## src/rtl/uart_bus_bridge.sv

```systemverilog
// Memory-mapped bridge between the CPU peripheral bus and the UART core, with RX/TX byte FIFOs.
// Build with UART_BRIDGE_IRQ_EN defined to get the CTRL register and the interrupt output.
module uart_bus_bridge #(
   parameter int DEPTH_LOG2 = 2
) (
   input  logic        sysclk,
   input  logic        reset,
   input  logic [1:0]  addr,
   input  logic        wr,
   input  logic        rd,
   input  logic [31:0] wdata,
   output logic [31:0] rdata,
   output logic        irq,
   input  logic [7:0]  UART_RXD,
   input  logic        RX_EFF,
   output logic        RX_READ,
   output logic [7:0]  UART_TXD,
   output logic        TX_EN,
   input  logic        TX_STATUS
);

   localparam int DEPTH = 1 << DEPTH_LOG2;
   typedef logic [DEPTH_LOG2-1:0] ptr_t;
   typedef logic [DEPTH_LOG2:0]   cnt_t;
   localparam cnt_t CNT_FULL = cnt_t'(DEPTH);

   localparam logic [1:0] A_TXD    = 2'd0;
   localparam logic [1:0] A_RXD    = 2'd1;
   localparam logic [1:0] A_STATUS = 2'd2;
   localparam logic [1:0] A_CTRL   = 2'd3;

   typedef enum logic {RX_IDLE, RX_ACK}  rx_state_t;
   typedef enum logic {TX_IDLE, TX_WAIT} tx_state_t;

   rx_state_t  rx_state_q;
   tx_state_t  tx_state_q;
   logic       rx_read_q, tx_en_q;
   logic [7:0] txd_q;

   logic [7:0] rx_mem_q [DEPTH];
   logic [7:0] tx_mem_q [DEPTH];
   ptr_t       rx_wp_q, rx_wp_d, rx_rp_q, rx_rp_d;
   ptr_t       tx_wp_q, tx_wp_d, tx_rp_q, tx_rp_d;
   cnt_t       rx_cnt_q, rx_cnt_d, tx_cnt_q, tx_cnt_d;
   logic       tx_drop_q, tx_drop_d;
   logic [1:0] ctrl_q, ctrl_d;
   logic       irq_q, irq_d;

   logic rx_full, rx_empty, tx_full, tx_empty;
   logic rx_push, rx_pop, tx_push, tx_pop, tx_drop_evt, status_rd;
   logic unused_wdata;

   assign unused_wdata = ^wdata[31:8];

   // Full/empty come from the pre-edge counts, so a pop never frees a slot for a same-cycle push.
   assign rx_full     = (rx_cnt_q == CNT_FULL);
   assign rx_empty    = (rx_cnt_q == '0);
   assign tx_full     = (tx_cnt_q == CNT_FULL);
   assign tx_empty    = (tx_cnt_q == '0);
   assign rx_push     = (rx_state_q == RX_IDLE) && RX_EFF && !rx_full;
   assign rx_pop      = rd && (addr == A_RXD) && !rx_empty;
   assign tx_push     = wr && (addr == A_TXD) && !tx_full;
   assign tx_drop_evt = wr && (addr == A_TXD) && tx_full;
   assign tx_pop      = (tx_state_q == TX_IDLE) && !tx_empty && TX_STATUS;
   assign status_rd   = rd && (addr == A_STATUS);

   always_comb begin
      rx_wp_d  = rx_wp_q + ptr_t'(rx_push);
      rx_rp_d  = rx_rp_q + ptr_t'(rx_pop);
      rx_cnt_d = rx_cnt_q + cnt_t'(rx_push) - cnt_t'(rx_pop);
      tx_wp_d  = tx_wp_q + ptr_t'(tx_push);
      tx_rp_d  = tx_rp_q + ptr_t'(tx_pop);
      tx_cnt_d = tx_cnt_q + cnt_t'(tx_push) - cnt_t'(tx_pop);
      // A drop in the same cycle as a STATUS read must survive the clear.
      tx_drop_d = tx_drop_evt | (tx_drop_q & !status_rd);
`ifdef UART_BRIDGE_IRQ_EN
      ctrl_d = (wr && (addr == A_CTRL)) ? wdata[1:0] : ctrl_q;
      irq_d  = (ctrl_q[0] & !rx_empty) | (ctrl_q[1] & tx_empty);
`else
      ctrl_d = 2'b00;
      irq_d  = 1'b0;
`endif
   end

   always_ff @(posedge sysclk or negedge reset) begin
      if (!reset) begin
         rx_wp_q   <= '0;
         rx_rp_q   <= '0;
         rx_cnt_q  <= '0;
         tx_wp_q   <= '0;
         tx_rp_q   <= '0;
         tx_cnt_q  <= '0;
         tx_drop_q <= 1'b0;
         ctrl_q    <= 2'b00;
         irq_q     <= 1'b0;
      end else begin
         rx_wp_q   <= rx_wp_d;
         rx_rp_q   <= rx_rp_d;
         rx_cnt_q  <= rx_cnt_d;
         tx_wp_q   <= tx_wp_d;
         tx_rp_q   <= tx_rp_d;
         tx_cnt_q  <= tx_cnt_d;
         tx_drop_q <= tx_drop_d;
         ctrl_q    <= ctrl_d;
         irq_q     <= irq_d;
      end
   end

   always_ff @(posedge sysclk) begin
      if (rx_push) rx_mem_q[rx_wp_q] <= UART_RXD;
      if (tx_push) tx_mem_q[tx_wp_q] <= wdata[7:0];
   end

   always_ff @(posedge sysclk or negedge reset) begin
      if (!reset) begin
         rx_state_q <= RX_IDLE;
         rx_read_q  <= 1'b0;
      end else begin
         case (rx_state_q)
            RX_IDLE: begin
               rx_read_q <= 1'b0;
               if (rx_push) begin
                  rx_read_q  <= 1'b1;
                  rx_state_q <= RX_ACK;
               end
            end
            RX_ACK: begin
               rx_read_q <= 1'b0;
               if (!RX_EFF) rx_state_q <= RX_IDLE;
            end
            default: rx_state_q <= RX_IDLE;
         endcase
      end
   end

   always_ff @(posedge sysclk or negedge reset) begin
      if (!reset) begin
         tx_state_q <= TX_IDLE;
         tx_en_q    <= 1'b0;
         txd_q      <= 8'h00;
      end else begin
         case (tx_state_q)
            TX_IDLE: begin
               tx_en_q <= 1'b0;
               if (tx_pop) begin
                  txd_q      <= tx_mem_q[tx_rp_q];
                  tx_en_q    <= 1'b1;
                  tx_state_q <= TX_WAIT;
               end
            end
            TX_WAIT: begin
               tx_en_q <= 1'b0;
               if (!TX_STATUS) tx_state_q <= TX_IDLE;
            end
            default: tx_state_q <= TX_IDLE;
         endcase
      end
   end

   always_comb begin
      rdata = '0;
      if (rd) begin
         case (addr)
            A_RXD: if (!rx_empty) rdata[7:0] = rx_mem_q[rx_rp_q];
            A_STATUS: begin
               rdata[0]                = !rx_empty;
               rdata[1]                = tx_full;
               rdata[2]                = tx_empty;
               rdata[3]                = tx_drop_q;
               rdata[4+:DEPTH_LOG2+1]  = rx_cnt_q;
            end
            A_CTRL:  rdata[1:0] = ctrl_q;
            default: rdata = '0;
         endcase
      end
   end

   assign RX_READ  = rx_read_q;
   assign TX_EN    = tx_en_q;
   assign UART_TXD = txd_q;
   assign irq      = irq_q;

endmodule

```

## config.mk

```make
export PLATFORM = sky130hd
export DESIGN_NAME = uart_bus_bridge
export DESIGN_NICKNAME = d
export VERILOG_FILES = /design/src/rtl/uart_bus_bridge.sv
export SDC_FILE = /design/constraint.sdc
export NUM_CORES = 1
export LEC_CHECK = 0
export BUFFER_PORTS_ARGS = -buffer_cell sky130_fd_sc_hd__buf_2
export CAP_MARGIN = 20
export CELL_PAD_IN_SITES_DETAIL_PLACEMENT = 1
export CELL_PAD_IN_SITES_GLOBAL_PLACEMENT = 2
export CORE_UTILIZATION = 41
export DETAILED_ROUTE_END_ITERATION = 10
export GPL_TIMING_DRIVEN = 0
export HOLD_SLACK_MARGIN = 0.05
export PLACE_DENSITY = 0.85
export SLEW_MARGIN = 0
export SYNTH_ARGS = -nofsm -noshare
export SYNTH_HDL_FRONTEND = slang
export SYNTH_SLANG_ARGS = --single-unit
```

## constraint.sdc

```tcl
create_clock -name sysclk -period 5.55 [get_ports sysclk]
set_input_delay 1.665 -clock sysclk [delete_from_list [all_inputs] [get_ports sysclk]]
set_output_delay 1.665 -clock sysclk [all_outputs]
set_load 0.005 [all_outputs]
```

* Yosys cells after proc, flatten, opt, wreduce, memory -nomap -nowiden
Memories as Yosys holds them, arrays and structs flattened. A register that Yosys moved wholly into a read port is not among the register bits.
Cells that the tools add are included.
W data, S select, Z words.
** Word-level totals
- Flip-flop bits (word level) :: 19
- RAM bits :: 64
- Memories :: 2
- Output and inout port bits :: 43
- Logic and storage cells :: 65
- Input port bits :: 48
** Memories
- rx_mem_q :: words 4, width 8, read ports 1, clocked after memory_dff 0, write ports 1, RTL line 40 : logic [7:0] rx_mem_q [DEPTH];
- tx_mem_q :: words 4, width 8, read ports 1, clocked after memory_dff 1, write ports 1, RTL line 41 : logic [7:0] tx_mem_q [DEPTH];
** Cells by class
- Reduce and logical (&&, ||, !) cells :: 20
- Add/subtract/negate cells :: 8
- Eq/ne operators :: 4
- Bitwise gates (word level) :: 4
- Muxes and demuxes :: 16
** Operators by type and width (count)
- $mux W8 :: 2
- $logic_and A1 B1 Y1 :: 10
- $pmux W5 S2 :: 1
- $add A2 B1 Y2 :: 4
- $mux W1 :: 8
- $pmux W1 S2 :: 4
- $add A3 B1 Y3 :: 2
- $eq A3 B3 Y1 const B :: 2
- $logic_not A1 Y1 :: 6
- $logic_not A3 Y1 :: 2
- $sub A3 B1 Y3 :: 2
- $pmux W2 S2 :: 1
- $eq A2 B1 Y1 const B :: 1
- $eq A2 B2 Y1 const B :: 1
- $logic_not A2 Y1 :: 1
- $not A1 Y1 :: 2
- $reduce_and A2 Y1 :: 1
- $and A1 B1 Y1 :: 1
- $or A1 B1 Y1 :: 1

* Depth between registers and ports, before layout
Gate-level depths: netlist (run 1).
- Word-level depth :: 6
- Mapped depth :: 9
- Mapped depth without buffers :: 9

* Least setup slack after synthesis (run 1)
OpenSTA, ideal clock, no wires.
- Kind :: input port to output port
- Start point :: input port addr[0]
- End point :: output port rdata[6]
- Stages :: 5
- Setup slack :: 1173 ps
- Data required time :: 3885 ps
- Arrival :: 2712 ps
- Path through :: inv_1 -> ha_1 -> nand2_1 -> nor3b_1 -> a22o_1
** On the way
- Cells in the longest elaborated chain, start to end :: 3
- Elaborated cells between the ends (all ways) :: 4
- Classes of those cells :: eq/ne (2); mux (2)
** Ends and longest elaborated chain
- from (decl) :: RTL line 8 : input logic [1:0] addr,
- $eq A2 B2 Y1 / $eq A2 B1 Y1 (equally long branches) :: RTL line 163 : case (addr)
- $pmux W5 S2 (*) :: RTL line 163
- $mux W8 (*) :: RTL line 162 : if (rd) begin
- to (decl) :: RTL line 12 : output logic [31:0] rdata,
Mark *: on every way between the ends. The rest lies on a longest branch, timed or not.

* Worst setup path in the final report (run 1)
Ends and elaborated chain as after synthesis.

==> results of run 1 <==
## report_power, final
group          total [mW]  internal [mW]  switching (mW)
clock               0.405          0.169           0.236
sequential          0.947          0.866          0.0808
combinational       0.544          0.298           0.246
total                1.90           1.33           0.563
## cells in the mapped netlist
cell type   n
dfrtp_1    27
o311a_1     1
nor3b_1     5
nand2_1     6
a21oi_1     1
a22o_1      4
nor3_1      4
buf_4      25
o2bb2ai_1   2
and3b_4     1
xor2_1      5
clkbuf_1    2
or3b_2      2
xnor2_1     7
mux2_4      6
nand3b_2    1
edfxtp_1   64
inv_1       8
buf_6       1
mux2_2      2
buf_2       2
and3_1      3
o21ai_0     1
and4b_1     1
conb_1      1
fa_1        2
ha_1        7
and2_1      2
or3_4       1
mux4_2     16
o21a_1      2
nand3_1     2
## layout make-up
cell class | count | area share
Clock inverter | 6 | 0.0106
Sequential cell | 91 | 0.581
Buffer | 30 | 0.0484
Inverter | 8 | 0.00671
Timing Repair Buffer | 47 | 0.0554
Multi-Input combinational cell | 109 | 0.239
Clock buffer | 10 | 0.0285
Tap cell | 108 | 0.0302
## critical path: stages
cell and delay (ns):
buf_2 0.10, inv_1 0.05, ha_1 0.30, nand2_1 0.08, nor3b_1 0.55, a22o_1 0.26, buf_2 0.11
## registers in the layout, indices dropped and copies added (netlist names)
register    flops
rx_mem_q       32
tx_mem_q       32
UART_TXD        8
rx_cnt_q        3
tx_cnt_q        3
rx_rp_q         2
rx_wp_q         2
tx_rp_q         2
tx_wp_q         2
RX_READ         1
TX_EN           1
rx_state_q      1
tx_drop_q       1
tx_state_q      1
## stage by stage
step	instances	instance area, um2	power [mW]
after floorplan	238	3920	1.34
after global placement	387	4260	1.48
after detailed placement	393	4300	1.52
after CTS	409	4470	1.93
after global routing	409	4470	2.00
final	409	4470	1.90
## cells by family after synthesis
group,Yosys count,share of synthesized area
compound gates,11,0.0229
fa+ha+maj,9,0.0334
xor+xnor,12,0.0275
mux,24,0.124
simple gates,28,0.0481
other cells,1,0.000980
flops,91,0.679
buf+inv,38,0.0644
## path summary, 6_finish.rpt
| path | startpoint | endpoint | slack [ns] |
|---|---|---|---|
| setup reg to reg | tx_cnt_q[2]$_DFF_PN0_ | tx_cnt_q[2]$_DFF_PN0_ | 3.21 |
| hold / removal | rx_state_q$_DFF_PN0_ | rx_state_q$_DFF_PN0_ | 0.50 |
| max in group asynchronous | reset | UART_TXD[5]$_DFFE_PN0P_ | 3.82 |
| hold reg to reg | rx_state_q$_DFF_PN0_ | rx_state_q$_DFF_PN0_ | 0.50 |
| setup / recovery | addr[0] | rdata[6] | 0.77 |
| min in group asynchronous | reset | UART_TXD[6]$_DFFE_PN0P_ | 1.31 |
## routing by layer
layer	vias up	part of all wire	GRT usage	wire [um]
met5	-	0	0	0
met4	0	0.013	0.0631	86
met3	11	0.043	0.0397	286
met2	52	0.53	0.252	3470
met1	1001	0.42	0.183	2750
li1	916	-	-	-
==> key figures, run 1 <==
Outcome
  – Status: completed

Critical path
  – Startpoint Class: input pin
  – FF-to-FF path depth: 9
  – Setup Crit Path Kind: input pin to output port
  – CP required: 3.88 ns
  – Crit path DAT: 3.12 ns
  – Setup crit end kind: output port
  – Crit path max fanout: 6

Clock tree
  – CTS tree: done
  – Clock Sinks: 91
  – Clock slew at reported path FFs: 0.08 ns
  – H-tree depth: 3
  – Hold_buf cts: 0
  – PostCTS Resize Cnt: 0
  – Setup Buffers After CTS: 0
  – Max Root-Sink Buffers: 2
  – Worst skew pair latency: 0.36 ns
  – CTS Buf Count: 9
  – CTS root buffer: clkbuf_8

Timing
  – Max transition margin: 0.408
  – Worst hold margin: 0.497 ns
  – Final setup violation count: 0
  – Minimum clock period: 4.78 ns
  – Fin crit share: 0.862
  – RSZ-0062 raised after global routing: false
  – Setup tns final: 0 ns
  – Slew @ Worst Pin: 0.886 ns
  – Final worst slack: 0.768 ns
  – Max Freq: 0.209 GHz
  – Skew final: 0.0130 ns
  – Final Hold Fails: 0
  – Fin. max-slew vios: 0

Routing
  – Initial DRC Count: 71
  – Routed wire length: between 6000 and 7000 um
  – DRC Markers: 0
  – Vias per inst: 4.84
  – Routed Antenna Nets: 0
  – Total number of vias: about 2000
  – Drt wl/cell: 16.1 um
  – Pre-antenna DRT Iters: 4

Power
  – VDD IR max: 0.180 mV
  – Pwr per Cell Area: 424 nW/um2
  – Leak: 1.84 nW

Yosys
  – Sequential cell area fraction in the yosys report: 0.679
  – Synth area leader: edfxtp_1
  – Cells after synthesis: 214
  – Number of synthesized register bits: ~90
  – Mean Syn Cell Area: 17.9 um2
  – Post-synth top area share: 0.502
  – Ranking of synthesized cells by area: edfxtp_1 (50%), dfrtp_1 (18%), mux4_2 (9.4%)
  – Mapped cell area: approximately 3800 um2
  – Yosys cell types: 32
  – Yosys Warn Count: 0

Global route
  – Vias in the first global route: between 2000 and 2500
  – Tot GR Track Use: 0.149
  – Global-route wire length before repair: around 11000 um
  – Initial antenna violation count: 0
  – Pin count of the biggest net entering global routing: 28
  – Total global routing overflow: 0

Placement
  – Worst slack at placement: 0.750 ns
  – DP Wirelength: 4940 um
  – IO Port Bufs: 41
  – GPL Wtd Cong: a little over 0.7

Die
  – Core area: approximately 8900 um2
  – Die area: 9720 um2
  – Height of the die: 98.6 um
  – Boundary pin count: 91
  – Die X: 98.6 um
  – Starting density of the core: 0.430
  – FP Rows: 34

Cells and area
  – Nets: around 350
  – Layout cells sized above 1: 0.395
  – Area Overhead vs Synth: 16.9%
  – Most frequent cells in the layout: edfxtp_1 (64), buf_2 (44), buf_4 (30)
  – Commonest non-fill, non-tap cell in the layout: edfxtp_1
  – Ant diodes: 0
  – Core utilization of the finished layout: 0.503
  – Register Area: 2600 um2
  – Filler cells: 892
  – Multi-input logic area: 1070 um2

Flow run
  – Max-Cap Viols: 0

Min path
  – Min-Delay Path Depth: 1
  – Hold Path Class: flop to flop
Power figures use the tool's default switching activity.
==> inputs of run 2 (changes only) <==
--- a/config.mk
+++ b/config.mk
@@ -5,7 +5,7 @@
 export SDC_FILE = /design/constraint.sdc
 export NUM_CORES = 1
 export LEC_CHECK = 0
-export BUFFER_PORTS_ARGS = -buffer_cell sky130_fd_sc_hd__buf_2
+export BUFFER_PORTS_ARGS = -buffer_cell sky130_fd_sc_hd__clkbuf_2
 export CAP_MARGIN = 20
 export CELL_PAD_IN_SITES_DETAIL_PLACEMENT = 1
 export CELL_PAD_IN_SITES_GLOBAL_PLACEMENT = 2
==> constraint.sdc (replaced) <==
create_clock -name sysclk -period 5.8 [get_ports sysclk]
set_input_delay 1.74 -clock sysclk [delete_from_list [all_inputs] [get_ports sysclk]]
set_output_delay 1.74 -clock sysclk [all_outputs]
set_load 0.005 [all_outputs]
==> run 2 against run 1 <==
- combinational power decreased by 4.0%
- clock-buffer cell count decreased by 1
- largest power group unchanged
- critical endpoint unchanged
- sequential power decreased by 3.9%
- sequential share of layout area decreased by 0.18 points
==> key figures, run 2 (same netlist as run 1, synthesis figures left out) <==
Outcome
  – Status: completed

Clock tree
  – Hold_buf cts: 0
  – Worst skew pair latency: about 0.36 ns
  – Clock Sinks: 91
  – CTS root buffer: clkbuf_8
  – Clock slew at reported path FFs: 0.09 ns
  – PostCTS Resize Cnt: 0
  – CTS tree: done
  – CTS Buf Count: 9
  – H-tree depth: 3
  – Setup Buffers After CTS: 0
  – Max Root-Sink Buffers: 2

Critical path
  – Setup crit end kind: output port
  – Setup Crit Path Kind: input pin to output port
  – Startpoint Class: input pin
  – Crit path DAT: 3.24 ns
  – CP required: 4.06 ns
  – Crit path max fanout: 6

Power
  – VDD IR max: 0.188 mV
  – Leak: 1.85 nW
  – Tot Pwr: 1.84 mW
  – Pwr per Cell Area: 411 nW/um2

Die
  – Core area: 8890 um2
  – Starting density of the core: 0.430
  – Die area: 9720 um2
  – Boundary pin count: 91
  – FP Rows: 34
  – Height of the die: between 90 and 100 um
  – Die X: 98.6 um

Timing
  – Final Hold Fails: 0
  – Max Freq: 0.201 GHz
  – Skew final: 0.0113 ns
  – RSZ-0062 raised after global routing: false
  – Setup tns final: 0 ns
  – Minimum clock period: 4.98 ns
  – Fin. max-slew vios: 0
  – Final setup violation count: 0
  – Fin crit share: 0.859
  – Max transition margin: 0.453
  – Final worst slack: 0.818 ns
  – Slew @ Worst Pin: ~0.82 ns

Routing
  – Routed Antenna Nets: 0
  – Total number of vias: 1961
  – Routed wire length: 6670 um
  – Pre-antenna DRT Iters: 6
  – Vias per inst: 4.79
  – Initial DRC Count: 32
  – Drt wl/cell: 16.3 um
  – DRC Markers: 0

Placement
  – DP Wirelength: 4960 um
  – Worst slack at placement: 0.803 ns
  – GPL Wtd Cong: 0.716
  – Post-Place Cells: 393
  – IO Port Bufs: 41
  – Post-DP Area: approximately 4300 um2

Cells and area
  – Layout cells sized above 1: 0.399
  – Most frequent cells in the layout: edfxtp_1 (64), clkbuf_2 (41), buf_4 (30)
  – Area Overhead vs Synth: 17.3%
  – Nets: 353
  – Commonest non-fill, non-tap cell in the layout: edfxtp_1
  – Layout Cells excl Fill: approximately 410
  – Finished Cell Area: 4490 um2
  – Ant diodes: 0

Flow run
  – Max-Cap Viols: 0

Min path
  – Hold Path Class: flop to flop

Global route
  – Vias in the first global route: just over 2000
  – Total global routing overflow: 0
  – Global-route wire length before repair: 10600 um
  – Initial antenna violation count: 0
  – Tot GR Track Use: 0.150
  – Pin count of the biggest net entering global routing: 28
==> run 2: worst paths after layout <==
kind | startpoint | end | slack (ns) | depth (start not counted)
max | addr[0] | rdata[6] | 0.82 | 7
min | rx_state_q$_DFF_PN0_ | rx_state_q$_DFF_PN0_ | 0.50 | 1
max reg2reg | tx_cnt_q[2]$_DFF_PN0_ | tx_cnt_q[2]$_DFF_PN0_ | 3.39 | 9
min reg2reg | rx_state_q$_DFF_PN0_ | rx_state_q$_DFF_PN0_ | 0.50 | 1
max in group asynchronous | reset | rx_wp_q[0]$_DFF_PN0_ | 3.93 | 1
min in group asynchronous | reset | UART_TXD[7]$_DFFE_PN0P_ | 1.40 | 1
==> run 2: cell type report <==
cell class	instances	area (um2)
Fill cell	891	4400
Sequential cell	91	2600
Multi-Input combinational cell	109	1070
Timing Repair Buffer	47	248
Buffer	30	216
Tap cell	108	135
Clock buffer	9	124
Clock inverter	7	65.1
Inverter	8	30.0
==> run 2: worst max-delay path, stage by stage <==
cell	delay, ns
clkbuf_2	0.10
inv_1	0.05
ha_1	0.30
nand2_1	0.07
nor3b_1	0.59
a22o_1	0.27
clkbuf_2	0.11
==> run 2: metal layers <==
layer	vias to the layer above	track usage	routed length, um
met2	43	0.258	3540
met4	0	0.0505	89
met5	-	0	0
li1	920	-	-
met3	8	0.0454	256
met1	990	0.180	2780
==> run 2: power breakdown <==
| group | internal, mW | switching [mW] |
|---|---|---|
| combinational | 0.285 | 0.237 |
| clock | 0.169 | 0.244 |
| sequential | 0.829 | 0.0812 |
==> run 2: per-stage QoR <==
step | hold slack [ns] | util
2_1_floorplan | 0.448 | -
3_3_place_gp | 0.467 | 0.479
3_5_place_dp | 0.481 | 0.483
4_1_cts | 0.503 | 0.505
5_1_grt | 0.524 | 0.505
6_report | 0.499 | 0.505
